===== src/rtl/accum_sequencer_if.sv =====
// accum_sequencer_if: AXI-Stream beat bundle (data, valid, ready, last) with master/slave views
interface accum_sequencer_if #(parameter int W = 64) ();
  logic [W-1:0] tdata;
  logic         tvalid;
  logic         tready;
  logic         tlast;
  modport master (output tdata, tvalid, tlast, input tready);
  modport slave  (input tdata, tvalid, tlast, output tready);
endinterface


===== src/rtl/accum_sequencer.sv =====
// accum_sequencer: gates N aligned correlator frames into the accumulator, then streams the result BRAM out
module accum_sequencer #(
  parameter int DATA_W       = 96,
  parameter int RES_W        = 64,
  parameter int ADDR_W       = 10,
  parameter int CNT_W        = 16,
  parameter int DRAIN_CYCLES = 8
) (
  input  logic                 s00_axis_aclk,
  input  logic                 s00_axis_areset,
  input  logic                 start,
  input  logic                 abort,
  input  logic [CNT_W-1:0]     cfg_num_frames,
  input  logic [ADDR_W:0]      cfg_frame_len,
  accum_sequencer_if.slave     s_axis,
  accum_sequencer_if.master    acc_axis,
  output logic                 acc_first_frame,
  output logic                 bram_ren,
  output logic [ADDR_W-1:0]    bram_raddr,
  input  logic [RES_W-1:0]     bram_rdata,
  accum_sequencer_if.master    m_axis,
  output logic                 busy,
  output logic                 done,
  output logic                 frame_err,
  output logic [CNT_W-1:0]     frames_done
);
  localparam int DW = $clog2(DRAIN_CYCLES) + 1;
  localparam logic [ADDR_W:0] ONE = 1;
  typedef enum logic [2:0] {IDLE, SYNC, ACCUM, DRAIN, READOUT, DONE} state_t;
  logic clk, rst;
  state_t state_q, state_d;
  logic [CNT_W-1:0] num_q, num_d, frames_q, frames_d;
  logic [ADDR_W:0] len_q, len_d, beat_q, beat_d, raddr_q, raddr_d;
  logic [DW-1:0] drain_q, drain_d;
  logic err_q, err_d, infl_q, infl_d, infl_last_q, infl_last_d;
  logic [RES_W:0] fifo_q [2];
  logic wp_q, wp_d, rp_q, rp_d;
  logic [1:0] cnt_q, cnt_d;
  logic acc_hs, gen_last, pop, head_last, issue;
  assign clk = s00_axis_aclk;
  assign rst = s00_axis_areset;
  assign gen_last = beat_q == len_q - ONE;
  assign acc_hs = state_q == ACCUM && s_axis.tvalid && acc_axis.tready;
  assign s_axis.tready = state_q == SYNC || (state_q == ACCUM && acc_axis.tready);
  assign acc_axis.tvalid = state_q == ACCUM && s_axis.tvalid;
  assign acc_axis.tdata = state_q == ACCUM ? s_axis.tdata : '0;
  assign acc_axis.tlast = state_q == ACCUM && gen_last;
  assign acc_first_frame = state_q == ACCUM && frames_q == '0;
  assign {head_last, m_axis.tdata} = fifo_q[rp_q];
  assign m_axis.tvalid = cnt_q != 2'd0;
  assign m_axis.tlast = head_last;
  assign pop = m_axis.tvalid && m_axis.tready;
  // occupancy counted after this cycle's pop keeps one read per cycle while never overfilling the FIFO
  assign issue = state_q == READOUT && raddr_q < len_q &&
                 ({1'b0, cnt_q} - {2'b0, pop} + {2'b0, infl_q}) < 3'd2;
  assign bram_ren = issue;
  assign bram_raddr = raddr_q[ADDR_W-1:0];
  assign busy = state_q != IDLE;
  assign done = state_q == DONE;
  assign frame_err = err_q;
  assign frames_done = frames_q;
  always_comb begin
    state_d = state_q;
    num_d = num_q;
    len_d = len_q;
    frames_d = frames_q;
    err_d = err_q;
    beat_d = beat_q;
    drain_d = drain_q;
    raddr_d = raddr_q;
    infl_d = issue;
    infl_last_d = raddr_q == len_q - ONE;
    wp_d = wp_q ^ infl_q;
    rp_d = rp_q ^ pop;
    cnt_d = cnt_q + {1'b0, infl_q} - {1'b0, pop};
    case (state_q)
      IDLE: if (start && !abort) begin
        state_d = SYNC;
        num_d = cfg_num_frames == '0 ? CNT_W'(1) : cfg_num_frames;
        len_d = cfg_frame_len;
        frames_d = '0;
        err_d = 1'b0;
        beat_d = '0;
      end
      SYNC: if (s_axis.tvalid && s_axis.tlast) state_d = ACCUM;
      ACCUM: if (acc_hs) begin
        err_d = err_q | (s_axis.tlast != gen_last);
        beat_d = gen_last ? '0 : beat_q + ONE;
        if (gen_last) frames_d = frames_q + CNT_W'(1);
        if (gen_last && frames_q + CNT_W'(1) == num_q) begin
          state_d = DRAIN;
          drain_d = '0;
        end
      end
      DRAIN: begin
        drain_d = drain_q + DW'(1);
        raddr_d = '0;
        if (drain_q == DW'(DRAIN_CYCLES - 1)) state_d = READOUT;
      end
      READOUT: begin
        if (issue) raddr_d = raddr_q + ONE;
        if (pop && head_last) state_d = DONE;
      end
      DONE: state_d = IDLE;
      default: state_d = IDLE;
    endcase
    if (abort && state_q != IDLE) begin
      state_d = IDLE;
      frames_d = frames_q;
      err_d = err_q;
      infl_d = 1'b0;
      cnt_d = '0;
      wp_d = 1'b0;
      rp_d = 1'b0;
    end
  end
  always_ff @(posedge clk) begin
    if (rst) begin
      state_q <= IDLE;
      num_q <= '0;
      len_q <= '0;
      frames_q <= '0;
      err_q <= 1'b0;
      beat_q <= '0;
      drain_q <= '0;
      raddr_q <= '0;
      infl_q <= 1'b0;
      infl_last_q <= 1'b0;
      wp_q <= 1'b0;
      rp_q <= 1'b0;
      cnt_q <= '0;
      fifo_q[0] <= '0;
      fifo_q[1] <= '0;
    end else begin
      state_q <= state_d;
      num_q <= num_d;
      len_q <= len_d;
      frames_q <= frames_d;
      err_q <= err_d;
      beat_q <= beat_d;
      drain_q <= drain_d;
      raddr_q <= raddr_d;
      infl_q <= infl_d;
      infl_last_q <= infl_last_d;
      wp_q <= wp_d;
      rp_q <= rp_d;
      cnt_q <= cnt_d;
      if (infl_q) fifo_q[wp_q] <= {infl_last_q, bram_rdata};
    end
  end
endmodule


===== src/flat_wrapper.sv =====
// flat-port wrapper written by rule: the top's interface ports become plain ports
module accum_sequencer_flat 
#(
  parameter int DATA_W       = 96,
  parameter int RES_W        = 64,
  parameter int ADDR_W       = 10,
  parameter int CNT_W        = 16,
  parameter int DRAIN_CYCLES = 8
)
  (s00_axis_aclk, s00_axis_areset, start, abort, cfg_num_frames, cfg_frame_len, acc_first_frame, bram_ren, bram_raddr, bram_rdata, busy, done, frame_err, frames_done, s_axis_tdata, s_axis_tvalid, s_axis_tlast, s_axis_tready, acc_axis_tdata, acc_axis_tvalid, acc_axis_tlast, acc_axis_tready, m_axis_tdata, m_axis_tvalid, m_axis_tlast, m_axis_tready);
  accum_sequencer_if #(.W(DATA_W)) s_axis_i ();
  accum_sequencer_if #(.W(DATA_W)) acc_axis_i ();
  accum_sequencer_if #(.W(RES_W)) m_axis_i ();
  input  logic s00_axis_aclk;
  input  logic s00_axis_areset;
  input  logic start;
  input  logic abort;
  input  logic [CNT_W-1:0] cfg_num_frames;
  input  logic [ADDR_W:0] cfg_frame_len;
  output logic acc_first_frame;
  output logic bram_ren;
  output logic [ADDR_W-1:0] bram_raddr;
  input  logic [RES_W-1:0] bram_rdata;
  output logic busy;
  output logic done;
  output logic frame_err;
  output logic [CNT_W-1:0] frames_done;
  input wire logic [$bits(s_axis_i.tdata)-1:0] s_axis_tdata;
  input wire logic [$bits(s_axis_i.tvalid)-1:0] s_axis_tvalid;
  input wire logic [$bits(s_axis_i.tlast)-1:0] s_axis_tlast;
  output wire logic [$bits(s_axis_i.tready)-1:0] s_axis_tready;
  output wire logic [$bits(acc_axis_i.tdata)-1:0] acc_axis_tdata;
  output wire logic [$bits(acc_axis_i.tvalid)-1:0] acc_axis_tvalid;
  output wire logic [$bits(acc_axis_i.tlast)-1:0] acc_axis_tlast;
  input wire logic [$bits(acc_axis_i.tready)-1:0] acc_axis_tready;
  output wire logic [$bits(m_axis_i.tdata)-1:0] m_axis_tdata;
  output wire logic [$bits(m_axis_i.tvalid)-1:0] m_axis_tvalid;
  output wire logic [$bits(m_axis_i.tlast)-1:0] m_axis_tlast;
  input wire logic [$bits(m_axis_i.tready)-1:0] m_axis_tready;
  assign s_axis_i.tdata = s_axis_tdata;
  assign s_axis_i.tvalid = s_axis_tvalid;
  assign s_axis_i.tlast = s_axis_tlast;
  assign s_axis_tready = s_axis_i.tready;
  assign acc_axis_tdata = acc_axis_i.tdata;
  assign acc_axis_tvalid = acc_axis_i.tvalid;
  assign acc_axis_tlast = acc_axis_i.tlast;
  assign acc_axis_i.tready = acc_axis_tready;
  assign m_axis_tdata = m_axis_i.tdata;
  assign m_axis_tvalid = m_axis_i.tvalid;
  assign m_axis_tlast = m_axis_i.tlast;
  assign m_axis_i.tready = m_axis_tready;
  accum_sequencer #(.DATA_W(DATA_W), .RES_W(RES_W), .ADDR_W(ADDR_W), .CNT_W(CNT_W), .DRAIN_CYCLES(DRAIN_CYCLES)) u_core (.s00_axis_aclk(s00_axis_aclk), .s00_axis_areset(s00_axis_areset), .start(start), .abort(abort), .cfg_num_frames(cfg_num_frames), .cfg_frame_len(cfg_frame_len), .s_axis(s_axis_i), .acc_axis(acc_axis_i), .acc_first_frame(acc_first_frame), .bram_ren(bram_ren), .bram_raddr(bram_raddr), .bram_rdata(bram_rdata), .m_axis(m_axis_i), .busy(busy), .done(done), .frame_err(frame_err), .frames_done(frames_done));
endmodule

===== config.mk =====
export PLATFORM = sky130hd
export DESIGN_NAME = accum_sequencer_flat
export DESIGN_NICKNAME = d
export VERILOG_FILES = /design/src/rtl/accum_sequencer_if.sv /design/src/rtl/accum_sequencer.sv /design/src/flat_wrapper.sv
export SDC_FILE = /design/constraint.sdc
export NUM_CORES = 1
export LEC_CHECK = 0
export ABC_AREA = 1
export BUFFER_PORTS_ARGS = -buffer_cell sky130_fd_sc_hd__buf_2
export CAP_MARGIN = 20
export CORE_AREA = 3 3 151 153
export CTS_BUF_LIST = sky130_fd_sc_hd__clkbuf_8
export DETAILED_ROUTE_END_ITERATION = 8
export DIE_AREA = 0 0 154 156
export PLACE_DENSITY = 0.84
export SYNTH_ARGS = -nofsm -noshare
export SYNTH_HDL_FRONTEND = slang
export SYNTH_SLANG_ARGS = --single-unit

===== constraint.sdc =====
create_clock -name s00_axis_aclk -period 4.8 [get_ports s00_axis_aclk]
set_input_delay 0.48 -clock s00_axis_aclk [delete_from_list [all_inputs] [get_ports s00_axis_aclk]]
set_output_delay 0.48 -clock s00_axis_aclk [all_outputs]
set_load 0.02 [all_outputs]

==> impl_metrics.ini, run 1 <==
[status]
status = finished clean

[pwr]
p_comb_share_pct = 36.0
p_per_area_nw_per_um2 = 417
p_total_mw = 5.88
clkPwrFrac_pct = 26.2
seq_power_share_pct = 37.7
intPower_mw = 3.57
switchingPower_mw = 2.31
peakVddDrop_mv = 0.253
p_leak_nw = 7.58
swShare_pct = 39.3

[yosys]
ys_seq_area_share_pct = 48.5
synth.distinct_cells = 42
syn_area_um2 = 11300
syn_area_per_cell_um2 = 7.31
synth-main-ff-cell = edfxtp_1
syn_nets = 1763
yosys-top-cells-area = edfxtp_1 35%, dfxtp_1 14%, nand2_1 13%
ys_ff_latch = 209
yosys.area.top_type_share_pct = 34.5
yosys.area.top_type = edfxtp_1
synth_edf_count = 130
syn_inst = 1548
ys.warnings.count = 0
yosysMostFrequentCell = nand2_1
ys_async_sr_fraction_pct = 0
yosys-top-cells-count = 389 x nand2_1, 337 x nor2_1, 257 x inv_1

[die]
pin_count = 391
start_util_pct = 52.2
die_x_um = 154
dieArea_um2 = 24000
placementRows = 54
core_area_um2 = 21700
die_y_um = 156

[critical_path]
cp_top_family = adder cells
r2r_end = u_core.raddr_q[7]
worst-endpoint-arrival_ns = 3.03
cp_common_cell = inv_1
worst-r2r-setup-slack_ns = 1.71
crit_path_max_fanout = 4
path_class = reg2out
crit_path_end_kind = primary output
r2r_start = u_core.cnt_q[1]
startpoint_type = flip-flop
rr_worst_depth = 16
cp.required_ns = 4.32
max_stage_delay_ns = 0.51
crit_chain = or2_2, nand2_1, inv_1, ha_1, inv_1, ha_1, inv_1, fa_1, inv_1, nor2_1, nand4_1, inv_1, buf_2
worst-path-buf-inv = 6
cp_slowest_cell = fa_1

[worst_hold_path]
hold-path-endpoint = u_core.len_q[4]
hold_start = cfg_frame_len[4]
hp-class = in2reg
min_path_cells = 3

[detailed_routing]
via_count = 11200
drtPass1Iterations = 5
top_layer = met5
drc = 0
wl_met3_um = 3220
wl_met2_um = 15100
wire_per_inst_um = 14.7
wirelength_um = 32700
drt-initial-drc-count = 957
viasPerCell = 5.02
wl_met1_um = 13600
ant_nets = 0

[placed_design]
io_buffers = 390
hpwlAfterDp_um = 24200
place.gp.congestion = 0.897
placed_cells = 2161

[cts]
cts_hold_buffers = 0
post_cts_buffers = 0
cts-root-buf = clkbuf_8
cts_buffer_depth = 3
cts_tree = done
cts-resized-gates = 0
htreeDepth = 2
path_clk_slew_ns = 0.06
cts-buffers-inserted = 35
clk_latency_ns = 0.51
cts_sinks = 209

[timing]
fin_crit_ns = 3.51
slew_violations = 0
whs_ns = 0.254
relSlewSlack_pct = 37.7
worst_slew_pin_slew_ns = 0.934
timing.final.crit_share_pct = 73.1
fin_tns_setup_ns = 0
rsz0062_at_grt = no
finalSetupViolCount = 0
hold_violations = 0
fmax_mhz = 285
fin_skew_ns = 0.0136

[final_layout]
drive_above_1_share_pct = 24.7
final_util_pct = 65.0
nets = 2133
area_growth_syn_to_layout_pct = 24.5
fillCellCount = 1825
final_cells = 2228

[global_routing]
antenna_found_initial = 9
grt_pass1_vias = 10400
track_usage_pct = 25.3
grt_pass1_wl_um = 49800
grt_max_degree = 76
overflow = 0

[run]
max_cap_viol_count = 0
==> state kept, by name (all words and copies together), names as in the netlist <==
| name | count |
|---|---|
| u_core.beat_q | 11 |
| u_core.cnt_q | 2 |
| u_core.drain_q | 4 |
| u_core.fifo_q | 130 |
| u_core.frame_err | 1 |
| u_core.frames_done | 16 |
| u_core.infl_last_q | 1 |
| u_core.infl_q | 1 |
| u_core.len_q | 11 |
| u_core.num_q | 16 |
| u_core.raddr_q | 11 |
| u_core.rp_q | 1 |
| u_core.state_q | 3 |
| u_core.wp_q | 1 |
==> worst max path at each step <==
stage	startpoint	to	slack (ns)	cells past startpoint
2_1_floorplan	s00_axis_areset	u_core.fifo_q[0][0]	1.64	5
3_3_place_gp	s00_axis_areset	u_core.fifo_q[0][49]	1.45	5
3_5_place_dp	s00_axis_areset	u_core.fifo_q[0][61]	1.32	5
4_1_cts	u_core.cnt_q[1]	bram_ren	1.25	13
5_1_grt	u_core.cnt_q[1]	bram_ren	1.04	13
6_report	u_core.cnt_q[1]	bram_ren	1.29	13
==> layer usage <==
metal / track usage, % / vias to the layer above
met5: 0 / -
met4: 7.99 / 8
met3: 5.80 / 78
met2: 42.0 / 533
met1: 33.1 / 5000
li1: - / 5559
==> per-stage QoR <==
stage,cell area (um2),setup slack (ns)
2_1_floorplan,11300,1.64
5_1_grt,14100,1.04
4_1_cts,14100,1.25
3_5_place_dp,13400,1.32
6_report,14100,1.29
3_3_place_gp,13400,1.45
==> kinds of logic (layout without fill, tap and decap cells) <==
| family | Yosys count | after routing | synth area share (%) |
|---|---|---|---|
| buffers and inverters | 328 | 723 | 11.4 |
| xor gates and xnor gates | 16 | 16 | 1.24 |
| adders and majority gates | 20 | 20 | 2.28 |
| other | 0 | 5 | 0 |
| AOI/OAI and AO/OA | 124 | 124 | 6.00 |
| DFF | 209 | 209 | 48.5 |
| and+or+nand+nor | 851 | 851 | 30.6 |
==> layout make-up <==
class | instances | area, um2 | area share [%]
timing repair buffer | 397 | 2000 | 14.2
multi-input combinational | 1011 | 4560 | 32.4
inverter | 264 | 991 | 7.03
clock buffer | 41 | 564 | 4.00
sequential | 209 | 5490 | 38.9
tap | 280 | 350 | 2.49
antenna | 5 | 12.5 | 0.0888
clock inverter | 21 | 119 | 0.843
==> placed cells by master, fill, tap and decap left out, drive strengths merged, types with 41 or more instances in the layout <==
cell and count:
a21oi 55, buf 397, clkbuf 41, dfxtp 79, edfxtp 130, inv 271
nand2 397, nand3 63, nor2 344, o21ai 48
==> tightest hold or removal path: stages <==
cell     delay (ns)
buf_2          0.07
o21ai_0        0.07
a21oi_1        0.10
==> power groups by stage <==
stage               clock [mW]  sequential [mW]  combinational (mW)
floorplan                    0             2.26                1.45
global placement             0             2.24                2.05
detailed placement           0             2.25                2.10
CTS                       1.56             2.21                2.11
global route              1.65             2.24                2.36
finish                    1.54             2.22                2.12
(Power assumes the default switching activity.)
==> run 2: changes to the inputs <==
Settings changed: CORE_AREA 3 3 151 153 to unset, CORE_MARGIN set to 3, CORE_UTILIZATION set to 52, DIE_AREA 0 0 154 156 to unset.
Clock period 4.8 ns to 3.5 ns, I/O delays scaled along.
==> run 2 against run 1 <==
  * Core utilization rose by 1.6 points
  * Routed wire length is 5.3% higher
  * Final cell count is essentially flat
  * Critical path depth is the same
  * Cell area up 0.32%
  * Register-to-register slack got worse by 1.3 ns
  * Clock power up 39%
  * Critical path type unchanged
  * Largest cell class unchanged
  * Largest power group unchanged
==> impl_metrics.ini, run 2 (synthesis gave the netlist of run 1 again) <==
[timing]
relSlewSlack_pct = 29.5
fin_skew_ns = 0.0159
rsz0062_at_grt = no
finalSetupViolCount = 0
worst_slew_pin_slew_ns = 1.06
hold_violations = 0
fin_crit_ns = 3.29
slew_violations = 0
timing.final.crit_share_pct = 93.9
fin_tns_setup_ns = 0
fmax_mhz = 304
setup_slack_ns = 0.214

[cts]
cts-resized-gates = 0
cts_tree = done
post_cts_buffers = 0
cts_buffer_depth = 3
clk_latency_ns = 0.51
cts-root-buf = clkbuf_8
cts-buffers-inserted = 36
cts_sinks = 209
htreeDepth = 2
path_clk_slew_ns = 0.06
cts_hold_buffers = 0

[final_layout]
drive_above_1_share_pct = 24.9
nets = 2139
final_util_pct = 66.6
area_growth_syn_to_layout_pct = 24.9
top_register = u_core.fifo_q
final_common_cell = buf_2
most-common-layout-cells = 390 x buf_2, 387 x nand2_1, 337 x nor2_1
fillCellCount = 1788
largest_reg_flops = 130

[critical_path]
startpoint_type = flip-flop
crit_path_end_kind = primary output
cp.required_ns = 3.15
r2r_start = u_core.cnt_q[1]
worst-endpoint-arrival_ns = 2.94
rr_worst_depth = 16
cp_top_family = adder cells
cp_slowest_cell = fa_1
crit_end = bram_ren
worst-path-buf-inv = 6
setup.worst_path.start = u_core.cnt_q[1]
max_stage_delay_ns = 0.50
path_class = reg2out
crit_path_max_fanout = 4
crit_chain = or2_2, nand2_1, inv_1, ha_1, inv_1, ha_1, inv_1, fa_1, inv_1, nor2_1, nand4_1, inv_1, buf_2
r2r_end = u_core.raddr_q[7]
cp_num_cells = 13
cp_common_cell = inv_1
worst-r2r-setup-slack_ns = 0.46

[detailed_routing]
wire_per_inst_um = 15.5
drt-initial-drc-count = 1079
ant_nets = 0
drc = 0
viasPerCell = 5.08
via_count = 11300
wirelength_um = 34500
drtPass1Iterations = 5

[die]
core_area_um2 = 21200
die_x_um = 154
dieArea_um2 = 23600
die_y_um = 154
pin_count = 391
start_util_pct = 53.3
placementRows = 53

[global_routing]
antenna_found_initial = 10
grt_max_degree = 110
grt_pass1_vias = 10700
overflow = 0
track_usage_pct = 27.7
grt_pass1_wl_um = 53200

[worst_hold_path]
hold_start = cfg_frame_len[6]
hp-class = in2reg

[placed_design]
hpwlAfterDp_um = 25200
place_ws_ns = 0.495
io_buffers = 390
place.gp.congestion = 0.984

[pwr]
peakVddDrop_mv = 0.311
p_total_mw = 8.13
p_per_area_nw_per_um2 = 575
p_leak_nw = 7.63

[run]
max_cap_viol_count = 0

[status]
status = finished clean
## run 2: report_power, final
group          internal [mW]  leakage (nW)  total (mW)  switching, mW
clock network           1.14         0.394        2.14          0.995
registers               2.86          1.99        3.05          0.196
logic                  0.902          5.25        2.94           2.04
## run 2: cell type report
cell class	instances	area (um2)	share of cell area, %
flip-flops and latches	209	5490	38.8
multi-input cells	1011	4560	32.3
repair buffers	402	2070	14.6
inverters	264	991	7.01
clock buffers	41	564	3.99
well taps	275	344	2.43
clock inverters	21	118	0.832
diodes	3	7.51	0.0531
## run 2: stage by stage
step	instances	hold WS, ns	area, um2
5_1_grt	2224	0.106	14100
3_3_place_gp	2161	0.454	13400
6_report	2226	0.111	14100
3_5_place_dp	2161	0.474	13400
4_1_cts	2223	0.0843	14100
2_1_floorplan	1548	0.451	11300
## run 2: worst reg2reg max path: stages (launching register included)
cell and delay (ns):
dfxtp_1 0.34, or2_2 0.29, nand2_1 0.08, inv_1 0.08, ha_1 0.28, inv_1 0.07, ha_1 0.14, inv_1 0.05
fa_1 0.50, inv_1 0.05, nor2_1 0.12, nand4_1 0.19, nand2_2 0.21, inv_1 0.14, nor2_1 0.18, xnor2_1 0.15
nor2_1 0.05
## run 2: how the worst min path moves through the flow
| stage | cells past startpoint | endpoint | slack (ns) |
|---|---|---|---|
| floorplan | 2 | u_core.num_q[5] | 0.45 |
| global placement | 2 | u_core.frame_err | 0.45 |
| detailed placement | 2 | u_core.num_q[1] | 0.47 |
| CTS | 3 | u_core.len_q[6] | 0.08 |
| global route | 3 | u_core.len_q[6] | 0.11 |
| finish | 3 | u_core.len_q[6] | 0.11 |
## run 2: routing by layer
layer	GRT usage [%]	vias to the layer above	part of all wire, %
met4	9.25	14	3.1
met5	0	-	0.29
li1	-	5551	-
met3	9.54	95	12
met2	43.2	602	45
met1	36.4	5036	39
